File: config.mk
export PLATFORM = sky130hd
export DESIGN_NAME = modulo_r_down_counter_flat
export DESIGN_NICKNAME = d
export VERILOG_FILES = /design/src/rtl/modulo_r_down_counter_pkg.sv /design/src/rtl/modulo_r_down_counter_if.sv /design/src/rtl/modulo_r_down_counter.sv /design/src/flat_wrapper.sv
export SDC_FILE = /design/constraint.sdc
export NUM_CORES = 1
export LEC_CHECK = 0
export BUFFER_PORTS_ARGS = -buffer_cell sky130_fd_sc_hd__buf_2
export CORE_AREA = 2 2 39 41
export DETAILED_ROUTE_END_ITERATION = 7
export DIE_AREA = 0 0 41 43
export PLACE_DENSITY_LB_ADDON = 0.08
export REMOVE_ABC_BUFFERS = 1
export SYNTH_ARGS = -nofsm -noshare
export SYNTH_HDL_FRONTEND = slang
export SYNTH_SLANG_ARGS = --single-unit
File: constraint.sdc
create_clock -name clk -period 2.15 [get_ports clk]
set_clock_uncertainty 0.15 [all_clocks]
set_input_delay 0.43 -clock clk [delete_from_list [all_inputs] [get_ports clk]]
set_output_delay 0.43 -clock clk [all_outputs]
set_load 0.01 [all_outputs]
File: src/rtl/modulo_r_down_counter_pkg.sv
// Shared constants and the width-check helper for the modulo-R counter family.
package modulo_r_down_counter_pkg;
  localparam int DEFAULT_R     = 10;
  localparam int DEFAULT_WIDTH = 4;

  // True when modulus r is legal and r-1 fits in w bits.
  function automatic bit width_ok(input int r, input int w);
    return (r >= 2) && ($clog2(r) <= w);
  endfunction
endpackage

File: src/rtl/modulo_r_down_counter_if.sv
// Enable/load/qout handshake shared by the modulo-R up and down counters.
interface modulo_r_down_counter_if
  import modulo_r_down_counter_pkg::*;
#(
  parameter int WIDTH = DEFAULT_WIDTH
);
  logic             enable;
  logic             load;
  logic [WIDTH-1:0] din;
  logic [WIDTH-1:0] qout;
  logic             bout;
  logic             zero;
  logic             load_err;

  modport master (output enable, load, din, input qout, bout, zero, load_err);
  modport slave  (input enable, load, din, output qout, bout, zero, load_err);
endinterface

File: src/rtl/modulo_r_down_counter.sv
// Loadable modulo-R down counter; bout is the borrow into the next, more significant stage.
module modulo_r_down_counter
  import modulo_r_down_counter_pkg::*;
#(
  parameter int R     = DEFAULT_R,
  parameter int WIDTH = DEFAULT_WIDTH
) (
  input  logic                     clk,
  input  logic                     reset,
  modulo_r_down_counter_if.slave   bus
);
  localparam logic [WIDTH-1:0] RMAX = WIDTH'(R - 1);

  if (!width_ok(R, WIDTH)) begin : g_bad_params
    $error("modulo_r_down_counter: need R >= 2 and 2**WIDTH >= R");
  end

  logic [WIDTH-1:0] qout_q, qout_d;
  logic             load_err_q, load_err_d;
  logic             zero;

  assign zero = (qout_q == '0);

  always_comb begin
    qout_d     = qout_q;
    load_err_d = 1'b0;
    if (bus.load) begin
      // Out-of-range loads clamp to the top of the range and flag it for one cycle.
      if (bus.din > RMAX) begin
        qout_d     = RMAX;
        load_err_d = 1'b1;
      end else begin
        qout_d = bus.din;
      end
    end else if (bus.enable) begin
      qout_d = zero ? RMAX : qout_q - 1'b1;
    end
  end

  always_ff @(posedge clk) begin
    if (reset) begin
      qout_q     <= '0;
      load_err_q <= 1'b0;
    end else begin
      qout_q     <= qout_d;
      load_err_q <= load_err_d;
    end
  end

  assign bus.qout     = qout_q;
  assign bus.zero     = zero;
  assign bus.bout     = bus.enable & zero;
  assign bus.load_err = load_err_q;
endmodule

File: src/flat_wrapper.sv
// flat-port wrapper written by rule: the top's interface ports become plain ports
module modulo_r_down_counter_flat import modulo_r_down_counter_pkg::*;
#(
  parameter int R     = DEFAULT_R,
  parameter int WIDTH = DEFAULT_WIDTH
)
  (clk, reset, bus_enable, bus_load, bus_din, bus_qout, bus_bout, bus_zero, bus_load_err);
  modulo_r_down_counter_if #(.WIDTH(WIDTH)) bus_i ();
  input  logic clk;
  input  logic reset;
  input wire logic [$bits(bus_i.enable)-1:0] bus_enable;
  input wire logic [$bits(bus_i.load)-1:0] bus_load;
  input wire logic [$bits(bus_i.din)-1:0] bus_din;
  output wire logic [$bits(bus_i.qout)-1:0] bus_qout;
  output wire logic [$bits(bus_i.bout)-1:0] bus_bout;
  output wire logic [$bits(bus_i.zero)-1:0] bus_zero;
  output wire logic [$bits(bus_i.load_err)-1:0] bus_load_err;
  assign bus_i.enable = bus_enable;
  assign bus_i.load = bus_load;
  assign bus_i.din = bus_din;
  assign bus_qout = bus_i.qout;
  assign bus_bout = bus_i.bout;
  assign bus_zero = bus_i.zero;
  assign bus_load_err = bus_i.load_err;
  modulo_r_down_counter #(.R(R), .WIDTH(WIDTH)) u_core (.clk(clk), .reset(reset), .bus(bus_i));
endmodule
==> summary.txt <==
Status - completed
Final worst path period need - 1970 ps
Layout area overhead - 48.7%
Slew @ Worst Pin - 364 ps
Worst hold margin - 269 ps
Wire length of the first global-routing pass - 979 um
Detailed-router iteration count before antenna repair - 1
Delay-heaviest family, CP - simple AND/OR/NAND/NOR gates
Seq/Total Area, Yosys - 41.9%
PostCTS Resize Cnt - 0
CTS buffer count - 3
Tcrit/Tclk final - 91.7%
Final setup fails - 0
GP Congestion - 0.748
Critical-path cell list - or3b_1 > nor3_1 > buf_2
Clk root buf - clkbuf_4
Final TNS setup - 0 ps
Initial antenna violation count - 0
Setup crit start kind - flop
Initial core utilization - 17.3%
Final WL - 633 um
Post-Syn Area - 239 um2
Detail Placement HPWL - 519 um
Crit Path Category - reg2out
Layout Utilization - 25.7%
Die height - 43 um
Die ar. - 1760 um2
Max cap viols - 0
Crit path max fanout - 6
Share of cells above drive strength 1 - 37.0%
All-Layer GR Usage - 9.05%
Antenna fix cells - 0
Final net count - 55
RSZ-0062 raised after global routing - no
Clk_lat worst skew - 240 ps
Vias in the first global route - 238
Slew Limit Headroom - 75.4%
Pre-CTS WS - 254 ps
PwrDens - 744 nW/um2
Avg Synthesized Cell Area - 8.53 um2
CTS clk-pin slew, worst paths - 40 ps
Syn. warnings - 0
Vias - 277
Die span in x - 41 um
Worst EP required - 1570 ps
Pin count of the biggest net entering global routing - 8
Fin worst setup slack - 178 ps
Seq cells post-synth - 5
CTS Sinks - 5
WL per Instance - 10.2 um
Crit path DAT - 1390 ps
Clock buffer depth - 2
Boundary Pins - 15
Max Fclk - 507 MHz
PortBufs - 14
# rows - 14
DR vias/cell - 4.47
Hold buffers post-CTS - 0
Synth Instances - 28
Final hold violation count - 0
Core Area - 1380 um2
Critical Path End Type - output pin
Setup Buffers After CTS - 0
Netlist cell types - 16
Gr ovfl total - 0
Max IR drop VDD - 0.275 mV
Crit-path slowest cell - or3b_1
Hold Path Class - in2reg
CTS tree - done
Initial drt markers - 0
Reported leakage power - 0.169 nW
CTS H-Tree Depth - 1
# DRC - 0
Crit-path max cell delay - 420 ps
Antenna Nets Post-Route - 0
CP bufs+invs - 1
Fin. max-slew vios - 0
-- layout by cell type, fill, tap and decap left out, drive strengths merged --
cell     n
nor4     1
nor2b    1
o21bai   1
nand2    2
o21ai    2
nor3     2
a311oi   2
a21oi    3
o31a     1
clkbuf   4
a221oi   1
buf     14
nor4b    1
nor2     1
inv      3
dfxtp    5
xnor2    1
or3b     1
-- cell usage after synthesis --
cell	number	area share [%]
o21ai_0	2	4.2
nor2_1	1	1.6
nor3_1	2	4.2
a311oi_1	2	7.3
or3b_1	1	3.7
nor2b_1	1	2.6
a21oi_1	3	6.3
nand2_1	2	3.1
xnor2_1	1	3.7
dfxtp_1	5	42
o21bai_1	1	3.1
a221oi_1	1	3.7
o31a_1	1	3.7
nor4_1	1	2.6
inv_1	3	4.7
nor4b_1	1	3.7
-- sequential cells by signal, indices dropped and copies added (netlist names) --
name and flops:
u_core.bus.load_err 1, u_core.bus.qout 4
-- worst register-to-register path, delay by kind of cell, from the launching register on --
family             cells  cell delay, ps
and+or+nand+nor        1             420
DFF                    1             340
AOI/OAI and AO/OA      2             410
-- area by class of cell --
class                      instances  area [um2]
tap                               16        20.0
fill                             157        1030
inverter                           3        11.3
clock buffer                       4        26.3
multi-input combinational         20         128
sequential                         5         100
timing repair buffer              14        70.1
-- report_power, final --
group / total (mW) / internal (mW) / switching (mW)
combinational: 0.0489 / 0.0239 / 0.0250
clock: 0.107 / 0.0701 / 0.0373
sequential: 0.108 / 0.0999 / 0.00822
-- path summary, 6_finish.rpt --
kind	start	endpoint	slack (ps)	cells past startpoint
min reg2reg	u_core.bus.qout[1]	u_core.bus.qout[1]	400	2
max	u_core.bus.qout[0]	bus_bout	180	3
min	reset	u_core.bus.load_err	270	2
max reg2reg	u_core.bus.qout[0]	u_core.bus.qout[1]	740	3
-- per-layer routing --
layer  vias to the layer above  share of wire, %  GRT usage (%)
met5                         -                 0              0
met4                         0                 0           4.00
met2                        11                48           11.3
met1                       124                42           10.6
li1                        142                 -              -
met3                         0                11           7.85
-- through the flow --
stage,std cells,area [um2],power (mW)
2_1_floorplan,28,239,0.135
3_3_place_gp,58,329,0.160
3_5_place_dp,58,329,0.159
4_1_cts,62,355,0.273
5_1_grt,62,355,0.286
6_report,62,355,0.264
-- kinds of logic after synthesis --
logic type | Yosys count | share of synthesized area, %
buf+inv | 3 | 4.71
flops | 5 | 41.9
simple gates | 9 | 21.5
compound gates | 10 | 28.3
xor+xnor | 1 | 3.67
Power figures use the tool's default switching activity.
